--- config.mk ---
export PLATFORM = sky130hd
export DESIGN_NAME = transmit_dac_flat
export DESIGN_NICKNAME = d
export VERILOG_FILES = /design/src/rtl/dac_pkg.sv /design/src/rtl/transmit_dac_if.sv /design/src/rtl/dac_code_conv.sv /design/src/rtl/transmit_dac.sv /design/src/flat_wrapper.sv
export SDC_FILE = /design/constraint.sdc
export NUM_CORES = 1
export LEC_CHECK = 0
export CORE_MARGIN = 1.5
export CORE_UTILIZATION = 40
export CTS_CLUSTER_DIAMETER = 200
export DETAILED_ROUTE_END_ITERATION = 10
export MAX_ROUTING_LAYER = met4
export PLACE_DENSITY = 0.69
export SYNTH_ARGS = -nofsm -noshare
export SYNTH_HDL_FRONTEND = slang
export SYNTH_HIERARCHICAL = 1
export SYNTH_SLANG_ARGS = --single-unit
--- constraint.sdc ---
create_clock -name sclk -period 2.2 [get_ports sclk]
set_input_delay 0.33 -clock sclk [delete_from_list [all_inputs] [get_ports sclk]]
set_output_delay 0.33 -clock sclk [all_outputs]
set_load 0.03 [all_outputs]
--- src/rtl/dac_pkg.sv ---
// Shared constants and FSM state type for the transmit DAC slice.
//   DAC_BITS   : resolution of the serial DAC code
//   FRAME_BITS : bits per sync_n frame (mode bits + code)
//   MODE_BITS  : leading zero mode bits sent before the code
package dac_pkg;
  localparam int DAC_BITS   = 12;
  localparam int FRAME_BITS = 16;
  localparam int MODE_BITS  = 4;

  typedef enum logic [1:0] {
    IDLE  = 2'd0,
    SHIFT = 2'd1,
    GAP   = 2'd2
  } state_t;
endpackage

--- src/rtl/transmit_dac_if.sv ---
// Sample handshake between the equalizer and the DAC transmitter.
//   yk    : signed Q p.f sample
//   valid : yk is valid this cycle
//   ready : transmitter idle, sample taken on valid & ready
interface transmit_dac_if #(parameter int Width = 23) ();
  logic signed [Width-1:0] yk;
  logic                    valid;
  logic                    ready;

  modport master (output yk, valid, input ready);
  modport slave  (input yk, valid, output ready);
endinterface

--- src/rtl/dac_code_conv.sv ---
// Combinational Q p.f -> 12-bit offset-binary DAC code.
//   yk   : signed sample, full scale +/-1.0 = +/-(1 << f)
//   code : offset-binary code (MSB of the signed value inverted)
// Optional macro DAC_SATURATE_EN clamps out-of-range samples instead of
// letting the bit slice wrap.
module dac_code_conv
  import dac_pkg::*;
#(
  parameter int f     = 14,
  parameter int Width = 23
) (
  input  logic signed [Width-1:0]    yk,
  output logic        [DAC_BITS-1:0] code
);
  logic [DAC_BITS-1:0] s;

`ifdef DAC_SATURATE_EN
  localparam logic signed [Width-1:0] POS_ONE = {{(Width-f-1){1'b0}}, 1'b1, {f{1'b0}}};
  localparam logic signed [Width-1:0] NEG_ONE = -POS_ONE;

  always_comb begin
    s = yk[f -: DAC_BITS];
    if (yk >= POS_ONE)     s = {1'b0, {(DAC_BITS-1){1'b1}}};
    else if (yk < NEG_ONE) s = {1'b1, {(DAC_BITS-1){1'b0}}};
  end
`else
  // Bits outside the slice are intentionally dropped (two's-complement wrap).
  logic unused_bits;
  assign unused_bits = ^{yk[Width-1:f+1], yk[f-DAC_BITS:0]};
  assign s = yk[f -: DAC_BITS];
`endif

  assign code = {~s[DAC_BITS-1], s[DAC_BITS-2:0]};
endmodule

--- src/rtl/transmit_dac.sv ---
// Serial DAC transmitter: takes one equalizer sample, converts it to a
// 12-bit offset-binary code and shifts a 16-bit frame (4 zero mode bits +
// code, MSB first) out on sync_n/dac_sck/dout.
//   sclk, rst : system clock, async active-low reset
//   smp       : sample handshake (slave side)
//   sync_n    : frame select, low for the 16 frame bits
//   dac_sck   : serial clock, high then low within each bit (DAC samples on fall)
//   dout      : serial data
//   done      : one-cycle pulse in the last cycle of the frame
// Optional macro DAC_SATURATE_EN enables clamping in dac_code_conv.
module transmit_dac
  import dac_pkg::*;
#(
  parameter int p     = 8,
  parameter int f     = 14,
  parameter int Width = p + f + 1,
  parameter int DIV   = 2
) (
  input  logic                 sclk,
  input  logic                 rst,
  transmit_dac_if.slave        smp,
  output logic                 sync_n,
  output logic                 dac_sck,
  output logic                 dout,
  output logic                 done
);
  localparam int BITT = 2 * DIV;
  localparam int DW   = $clog2(BITT + 1);
  localparam int BW   = $clog2(FRAME_BITS);
  localparam logic [DW-1:0] DLAST = DW'(BITT - 1);
  localparam logic [DW-1:0] DHALF = DW'(DIV);
  localparam logic [BW-1:0] BLAST = BW'(FRAME_BITS - 1);

  if (p + f + 1 != Width) begin : g_bad_width
    $error("transmit_dac: Width must equal p+f+1");
  end
  if (DIV < 1) begin : g_bad_div
    $error("transmit_dac: DIV must be >= 1");
  end

  state_t                state, nstate;
  logic [DW-1:0]         div_cnt;
  logic [BW-1:0]         bit_cnt;
  logic [FRAME_BITS-1:0] sh;
  logic [DAC_BITS-1:0]   code;
  logic                  bit_end, last_bit;

  dac_code_conv #(.f(f), .Width(Width)) u_conv (
    .yk   (smp.yk),
    .code (code)
  );

  assign bit_end  = (div_cnt == DLAST);
  assign last_bit = (bit_cnt == BLAST);

  always_ff @(posedge sclk or negedge rst) begin
    if (!rst) state <= IDLE;
    else      state <= nstate;
  end

  always_comb begin
    nstate = state;
    case (state)
      IDLE:    if (smp.valid)           nstate = SHIFT;
      SHIFT:   if (bit_end && last_bit) nstate = GAP;
      GAP:     if (bit_end)             nstate = IDLE;
      default:                          nstate = IDLE;
    endcase
  end

  // Divider counts 0..2*DIV-1 per bit in SHIFT and once through in GAP.
  always_ff @(posedge sclk or negedge rst) begin
    if (!rst) begin
      div_cnt <= '0;
      bit_cnt <= '0;
      sh      <= '0;
    end else begin
      case (state)
        IDLE: begin
          div_cnt <= '0;
          bit_cnt <= '0;
          if (smp.valid) sh <= {{MODE_BITS{1'b0}}, code};
        end
        SHIFT: begin
          if (bit_end) begin
            div_cnt <= '0;
            bit_cnt <= bit_cnt + 1'b1;
            sh      <= {sh[FRAME_BITS-2:0], 1'b0};
          end else begin
            div_cnt <= div_cnt + 1'b1;
          end
        end
        GAP:     div_cnt <= bit_end ? '0 : div_cnt + 1'b1;
        default: div_cnt <= '0;
      endcase
    end
  end

  // Outputs decode straight from registered state so reset forces them at once.
  assign smp.ready = (state == IDLE);
  assign sync_n    = (state != SHIFT);
  assign dac_sck   = (state != SHIFT) || (div_cnt < DHALF);
  assign dout      = (state == SHIFT) && sh[FRAME_BITS-1];
  assign done      = (state == SHIFT) && bit_end && last_bit;
endmodule
--- src/flat_wrapper.sv ---
// flat-port wrapper written by rule: the top's interface ports become plain ports
module transmit_dac_flat import dac_pkg::*;
#(
  parameter int p     = 8,
  parameter int f     = 14,
  parameter int Width = p + f + 1,
  parameter int DIV   = 2
)
  (sclk, rst, sync_n, dac_sck, dout, done, smp_yk, smp_valid, smp_ready);
  transmit_dac_if #(.Width(Width)) smp_i ();
  input  logic sclk;
  input  logic rst;
  output logic sync_n;
  output logic dac_sck;
  output logic dout;
  output logic done;
  input wire logic [$bits(smp_i.yk)-1:0] smp_yk;
  input wire logic [$bits(smp_i.valid)-1:0] smp_valid;
  output wire logic [$bits(smp_i.ready)-1:0] smp_ready;
  assign smp_i.yk = smp_yk;
  assign smp_i.valid = smp_valid;
  assign smp_ready = smp_i.ready;
  transmit_dac #(.p(p), .f(f), .Width(Width), .DIV(DIV)) u_core (.sclk(sclk), .rst(rst), .smp(smp_i), .sync_n(sync_n), .dac_sck(dac_sck), .dout(dout), .done(done));
endmodule
==> results of run 1 <==
## path summary, 6_finish.rpt
path | from | to | slack (ns) | cells after the start
max in group asynchronous | rst | u_core/sh[7] | 1.59 | 2
worst min register to register | u_core/div_cnt[0] | u_core/div_cnt[0] | 0.45 | 1
worst max-delay path | u_core/div_cnt[0] | done | 0.25 | 5
min in group sclk | u_core/div_cnt[0] | u_core/div_cnt[0] | 0.45 | 1
worst min-delay path | rst | u_core/div_cnt[1] | 0.35 | 2
worst max register to register | u_core/state[1] | u_core/sh[15] | 0.29 | 8
## worst register-to-register path, cell delays in order, from the launching register on
cell and delay (ns):
dfrtp_1 0.43, inv_1 0.09, ha_1 0.21, buf_4 0.32
nor2_2 0.12, a211oi_4 0.26, buf_12 0.22, nand3_1 0.09
o21ai_1 0.10
## layout by cell type, fill, tap and decap left out, drive strengths merged, types with 4 or more instances in the layout
master	synthesis	routed
nand2	6	6
clkbuf	0	4
a21oi	13	13
inv	9	9
ha	5	5
o21ai	8	8
dfrtp	25	25
buf	16	5
nand3	5	5
mux2i	12	12
nor2	16	16
clkdlybuf4s50	0	14
## routing by layer
layer	vias up	global-route usage, %	wire (µm)
li1	455	-	-
met1	421	15.15	1009
met2	18	23.61	1139
met3	2	3.727	100
met4	0	3.647	15
met5	-	-	0
## power breakdown
part           leakage (nW)  internal (mW)  total [mW]  switching (mW)
clock network        0.0150         0.0709       0.202           0.131
logic                 0.377          0.424        1.01           0.584
registers             0.306          0.630       0.727          0.0967
## synth_stat cells
| cell type | instances | share of area [%] |
|---|---|---|
| nand3_1 | 5 | 1.8 |
| a21oi_2 | 11 | 7.0 |
| o21ai_0 | 2 | 0.73 |
| nand2_1 | 6 | 1.6 |
| nand2b_4 | 1 | 1.0 |
| inv_2 | 1 | 0.27 |
| a21o_1 | 1 | 0.54 |
| o2bb2ai_1 | 1 | 0.64 |
| nor2_1 | 15 | 4.1 |
| buf_4 | 13 | 7.1 |
| and2b_2 | 1 | 0.64 |
| xnor2_1 | 1 | 0.64 |
| a211oi_4 | 1 | 1.5 |
| o22a_1 | 1 | 0.64 |
| mux2_1 | 1 | 0.82 |
| and2b_4 | 1 | 0.73 |
| buf_6 | 2 | 1.6 |
| dfrtp_1 | 25 | 45 |
| and3b_1 | 1 | 0.64 |
| inv_1 | 8 | 2.2 |
| xor2_1 | 2 | 1.3 |
| a21oi_1 | 2 | 0.73 |
| o21ai_1 | 6 | 2.2 |
| buf_2 | 1 | 0.36 |
| nand4_1 | 2 | 0.91 |
| mux2i_1 | 12 | 8.7 |
| nor2_2 | 1 | 0.45 |
| ha_1 | 5 | 4.5 |
| and3_1 | 1 | 0.45 |
| o22ai_1 | 2 | 0.91 |
## per-stage QoR
| step | instances | setup slack [ns] | power [mW] | cell area, µm² |
|---|---|---|---|---|
| 2_1_floorplan | 132 | 0.3796 | 1.569 | 1379 |
| 3_3_place_gp | 184 | 0.3586 | 1.722 | 1531 |
| 3_5_place_dp | 184 | 0.2974 | 1.773 | 1531 |
| 4_1_cts | 188 | 0.05943 | 1.965 | 1555 |
| 5_1_grt | 188 | 0.1201 | 2.098 | 1558 |
| 6_report | 188 | 0.2475 | 1.937 | 1558 |
## sequential cells by signal, summed over array words and instances (netlist names)
register        cells
u_core/bit_cnt      4
u_core/div_cnt      3
u_core/sh          16
u_core/state        2
## logic make-up after synthesis
kind of cell	share of synthesized area (%)
and+or+nand+nor	12.34
AOI/OAI and AO/OA	14.79
buffers and inverters	11.52
DFF	45.37
muxes	9.528
adders and majority gates	4.537
xor gates and xnor gates	1.906
## final cells by class
| class | count | area (µm²) |
|---|---|---|
| tap | 46 | 57.56 |
| sequential | 25 | 625.6 |
| fill | 355 | 1753 |
| inverter | 9 | 33.78 |
| clock buffer | 4 | 26.28 |
| timing repair buffer | 22 | 220.2 |
| multi-input combinational | 82 | 594.3 |
==> impl_metrics.ini, run 1 <==
[sta]
rsz0062_at_grt = false
relSlewSlack_pct = 78.20
fmax_ghz = 0.5122
hold_viol_final = 0
period_share_pct = 88.75
hold_ws_ns = 0.3528
setup-violations-final = 0
setup_tns_ns = 0
fin_skew_ns = 0.01291
min_period_ns = 1.953
worstMarginPinSlew_ns = 0.3265
slew_viol_final = 0

[hold_path]
hp-class = in2async

[floorplan]
die_w_um = 61.71
io_pins = 31
core_um2 = 3311
die_h_um = 61.71
rows = 21
die-area_um2 = 3808
start_util_pct = 41.65

[detailed_routing]
viasPerCell = 4.766
antenna_left = 0
wl_per_cell_um = 12.05
drc = 0
vias = 896
drt-total-wl_mm = 2.265
drtPass1Iterations = 4
drt_iter0_drc = 23

[global_route]
grt_pass1_wl_mm = 3.670
grt_antenna_before_repair = 0
grt_overflow = 0
grt_max_degree = 31
grt_usage_pct = 13.51
first_global_vias = 846

[final_layout]
final_nets = 174
n_antenna_cell = 0
drive_gt1_share_pct = 17.61
area_growth_pct = 12.98
fin_util_pct = 47.05

[job]
cap_violations = 0

[critical_path]
critPathLaunchType = flop
cp_slowest_stage_delay_ns = 0.38
path_buf_inv = 1
path_delay_family = simple AND/OR/NAND/NOR gates
crit_fanout = 4
endpoint_kind = output pin
slowest_stage = dfrtp_1
cp.arrival_ns = 1.62
cp.required_ns = 1.87
timing_worst_setup_path_type = reg2out
cp_cell_sequence = ha_1 -> and2b_2 -> nand4_1 -> nor2_1 -> buf_4

[synthesis]
ys_types = 30
syn_inst = 132
synth_seq_area_share_pct = 45.37
synth_nets = 163
syn_avg_cell_area_um2 = 10.45
ys_warn_count = 6
ys_seq_elements = 25
syn_area_um2 = 1379

[power_and_ir_drop]
ir_drop_v = 0.0006198
pwr_density_cell_nw_per_um2 = 1244
leakagePower_nw = 0.6989

[clocking]
cts_buffers = 3
ctsResizeCount = 2
cts_sinks = 25
cts_root_buf = clkbuf_4
cts-hold-fix-buffers = 0
clkLatencyLatePin_ns = 0.32
cts_buffer_depth = 2
clkTransAtPathRegs_ns = 0.14
cts_tree = done
postCtsSetupRepairBufs = 0
htreeDepth = 1

[placement]
gp_congestion = 0.7102
place_hpwl_mm = 1.650
port_buffers = 19

[status]
status = complete, no violations
(Power assumes the default switching activity.)
==> run 2: changes to the inputs <==
Settings changed: REMOVE_ABC_BUFFERS from default to 1.
==> run 2 against run 1 <==
Count of clock-buffer cells in the layout unchanged. Utilization up 0.23 points. Critical path type unchanged. Sequential cell count unchanged. Via count is 0.33% lower. Total power up 0.38%. Clock power rose by 2%. Non-clock buffer count increased by 1. Highest routed layer is now met3. Design area is 0.48% higher. Sequential share of layout area fell by 0.19 points. Die area unchanged. Maximum frequency is 0.63% higher. Sequential power about the same.
==> impl_metrics.ini, run 2 (synthesized netlist as in run 1, its figures left out) <==
[status]
status = complete, no violations

[critical_path]
slowest_stage = dlygate4sd2_1
cp_cell_sequence = inv_1 -> ha_1 -> dlygate4sd2_1
cp.arrival_ns = 1.61
crit_fanout = 8
cp.required_ns = 1.87
r2r_end = u_core/sh[13]
cp-startpoint = u_core/state[0]
reg2reg_depth = 8
r2r_slack_ns = 0.37
path_delay_family = buffers and inverters
critPathLaunchType = flop
worstReg2RegStart = u_core/state[1]
timing_worst_setup_path_type = reg2out
cp_slowest_stage_delay_ns = 0.44
path_buf_inv = 2
endpoint_kind = output pin

[final_layout]
top_regs = u_core/sh x16, u_core/bit_cnt x4, u_core/div_cnt x3
regMostFlops = u_core/sh
layout_commonest_cell = dfrtp_1
drive_gt1_share_pct = 18.18
area_growth_pct = 13.52
final_nets = 175
largest_reg_flops = 16
n_antenna_cell = 0
final_cell_mix = dfrtp_1 (25), nor2_1 (15), clkdlybuf4s50_1 (14)

[placement]
gp_congestion = 0.7648
place_hpwl_mm = 1.640
port_buffers = 19
place_ws_ns = 0.3377

[clocking]
cts_buffers = 3
cts_root_buf = clkbuf_4
cts_sinks = 25
clkTransAtPathRegs_ns = 0.14
cts-hold-fix-buffers = 0
cts_buffer_depth = 2
clkLatencyLatePin_ns = 0.32
cts_tree = done
htreeDepth = 1

[sta]
fin_skew_ns = 0.01108
relSlewSlack_pct = 78.71
rsz0062_at_grt = false
period_share_pct = 88.19
fin_ws_ns = 0.2598
setup-violations-final = 0
min_period_ns = 1.940
fmax_ghz = 0.5154
worstMarginPinSlew_ns = 0.3194
slew_viol_final = 0
hold_viol_final = 0
hold_ws_ns = 0.3546

[detailed_routing]
wl_per_cell_um = 11.71
antenna_left = 0
drt_iter0_drc = 30
vias = 893
drt-total-wl_mm = 2.214
drtPass1Iterations = 3
viasPerCell = 4.725
drc = 0

[floorplan]
io_pins = 31
start_util_pct = 41.65
core_um2 = 3311
die_h_um = 61.71
rows = 21
die_w_um = 61.71
die-area_um2 = 3808

[hold_path]
hp-class = in2async

[global_route]
grt_pass1_wl_mm = 3.857
grt_antenna_before_repair = 0
grt_usage_pct = 14.22
grt_overflow = 0
grt_max_degree = 31
first_global_vias = 898

[power_and_ir_drop]
pwr_density_cell_nw_per_um2 = 1242
leakagePower_nw = 0.7037
ir_drop_v = 0.0006484

[job]
cap_violations = 0
## run 2: metal layers
metal	vias to the layer above	wire length, µm	track usage (%)	part of all wire, %
met1	417	1018	16.32	46
met4	0	0	2.736	0
met2	21	1083	24.66	49
li1	455	-	-	-
met3	0	112	4.348	5.1
met5	-	0	-	0
## run 2: area by class of cell
cell class              instances  area, µm²
fillers                       332       1745
flip-flops and latches         25      625.6
multi-input cells              82      594.3
repair buffers                 23      227.7
well taps                      46      57.56
inverters                       9      33.78
clock buffers                   4      26.28
## run 2: per-stage QoR
stage	std cells	TNS [ns]	util (%)	area, µm²	power, mW
global placement	185	0	46.49	1539	1.738
global route	189	0	47.28	1565	2.119
detailed placement	185	0	46.49	1539	1.778
finish	189	0	47.28	1565	1.944
CTS	189	0	47.20	1563	1.976
floorplan	116	-4.815	-	1254	1.473
## run 2: worst max path at each step
stage                    endpoint  slack [ns]  cells after the start
finish                  smp_ready        0.26                      3
global route                 done        0.09                      5
CTS                       dac_sck        0.05                      4
detailed placement      smp_ready        0.34                      3
global placement           sync_n        0.37                      4
floorplan           u_core/sh[12]       -0.32                      6
## run 2: report_power, final
part / total [mW] / internal (mW) / switching, mW
Sequential: 0.728 / 0.630 / 0.0976
Combinational: 1.01 / 0.437 / 0.574
Clock: 0.206 / 0.0709 / 0.135
Total: 1.94 / 1.14 / 0.806
## run 2: repair_timing
action                                  CTS  global route
gates cloned                              0             0
endpoints found under the setup margin    2             1
resized for setup                         2             1
setup buffers                             0             0
==> run 3: changes to the inputs <==
Settings changed: CORE_ASPECT_RATIO from default to 1.25, MAX_ROUTING_LAYER met4 to default, SKIP_CTS_REPAIR_TIMING from default to 1.
==> run 3 against run 2 <==
Global-route usage up 0.19 points. Utilization up 1.5 points. First-iteration DRC count down 70%. Count of clock-buffer cells in the layout down 1. Largest cell class unchanged.
==> impl_metrics.ini, run 3 (synthesized netlist as in run 1, its figures left out) <==
[floorplan]
start_util_pct = 42.40
core_um2 = 3252
die_w_um = 55.52
die_h_um = 68.64
io_pins = 31
rows = 23
die-area_um2 = 3811

[critical_path]
endpoint_kind = output pin
cp.arrival_ns = 1.71
timing_worst_setup_path_type = reg2out
crit_fanout = 4
critPathLaunchType = flop
cp.required_ns = 1.87

[sta]
fin_skew_ns = 0.009675
setup-violations-final = 0
setup_tns_ns = 0
rsz0062_at_grt = false
slew_viol_final = 0
fin_ws_ns = 0.1560
hold_ws_ns = 0.4020
fmax_ghz = 0.4892
hold_viol_final = 0
min_period_ns = 2.044
relSlewSlack_pct = 78.99
period_share_pct = 92.91
worstMarginPinSlew_ns = 0.3146

[detailed_routing]
antenna_left = 0
wl_per_cell_um = 13.12
viasPerCell = 5.017
vias = 908
drt-total-wl_mm = 2.375
drt_iter0_drc = 9
drtPass1Iterations = 4
drc = 0

[power_and_ir_drop]
pwr_density_cell_nw_per_um2 = 1300
switching_share_pct = 40.94
combinationalPowerShare_pct = 51.0
clock_power_share_pct = 13.6
total_power_mw = 2.063
ir_drop_v = 0.0005996
power.internal_mw = 1.218
leakagePower_nw = 0.7255
pwr-share-seq_pct = 35.4
p_switching_mw = 0.8446

[clocking]
cts_tree = done
cts_root_buf = clkbuf_8
clkTransAtPathRegs_ns = 0.09
cts_buffer_depth = 2
cts_buffers = 3
clkLatencyLatePin_ns = 0.28
cts_sinks = 25
htreeDepth = 1

[job]
cap_violations = 0

[placement]
port_buffers = 19
gp_congestion = 0.6987
place_hpwl_mm = 1.738
place_ws_ns = 0.3443

[final_layout]
final_nets = 176
largest_reg_flops = 16
final_cell_mix = dfrtp_1 (25), clkdlybuf4s50_1 (15), nor2_1 (15)
n_antenna_cell = 0
drive_gt1_share_pct = 19.44
area_growth_pct = 15.06
fin_util_pct = 48.79
layout_commonest_cell = dfrtp_1
top_regs = u_core/sh x16, u_core/bit_cnt x4, u_core/div_cnt x3
regMostFlops = u_core/sh

[status]
status = complete, no violations

[global_route]
grt_pass1_wl_mm = 4.188
grt_overflow = 0
grt_max_degree = 31
grt_antenna_before_repair = 0
grt_usage_pct = 14.40
first_global_vias = 966

[hold_path]
hp-class = in2async
## run 3: cell count changes in the layout (fill, tap and decap cells not counted)
| cell | delta |
|---|---|
| clkbuf_4 | -3 |
| clkdlybuf4s50_1 | +1 |
| clkinv_2 | +1 |
| clkbuf_1 | -1 |
| clkbuf_8 | +3 |
| dlygate4sd2_1 | -2 |
| buf_4 | +1 |
| dlymetal6s2s_1 | +1 |
## run 3: power by group through the flow
stage                     registers, mW  clock network [mW]  logic, mW
final                             0.730               0.280       1.05
after global placement            0.726                   0       1.03
after detailed placement          0.743                   0       1.07
after CTS                         0.734               0.293       1.07
after global routing              0.749               0.302       1.19
after floorplan                   0.710                   0      0.763
## run 3: through the flow
| stage | instances | instance area, µm² |
|---|---|---|
| 2_1_floorplan | 116 | 1254 |
| 6_report | 181 | 1587 |
| 3_5_place_dp | 177 | 1535 |
| 3_3_place_gp | 177 | 1535 |
| 5_1_grt | 181 | 1587 |
| 4_1_cts | 181 | 1582 |
## run 3: worst paths after layout
| kind | depth (start not counted) | startpoint | to | slack, ns |
|---|---|---|---|---|
| max | 4 | u_core/state[1] | sync_n | 0.16 |
| min | 2 | rst | u_core/bit_cnt[2] | 0.40 |
| max reg2reg | 8 | u_core/state[1] | u_core/sh[12] | 0.34 |
| min reg2reg | 1 | u_core/div_cnt[0] | u_core/div_cnt[0] | 0.44 |
| max in group asynchronous | 2 | rst | u_core/sh[8] | 1.55 |
| min in group sclk | 1 | u_core/div_cnt[0] | u_core/div_cnt[0] | 0.44 |
## run 3: layout make-up
class,instances,area (µm²)
Timing Repair Buffer,24,240.2
Clock inverter,1,5.005
Inverter,9,33.78
Tap cell,37,46.29
Clock buffer,3,41.29
Sequential cell,25,625.6
Fill cell,325,1665
Multi-Input combinational cell,82,594.3
## run 3: per-layer routing
metal | vias to the layer above | share of wire (%) | GRT usage, %
li1 | 454 | - | -
met1 | 433 | 42 | 16.43
met2 | 18 | 52 | 26.49
met3 | 3 | 4.0 | 2.612
met4 | 0 | 1.6 | 6.707
met5 | - | 0 | 0
## run 3: worst max-delay path, cell delays in order, from the launching register on
cell and delay, ns:
dfrtp_1 0.39, inv_1 0.08, ha_1 0.25, inv_2 0.08, clkdlybuf4s50_1 0.66
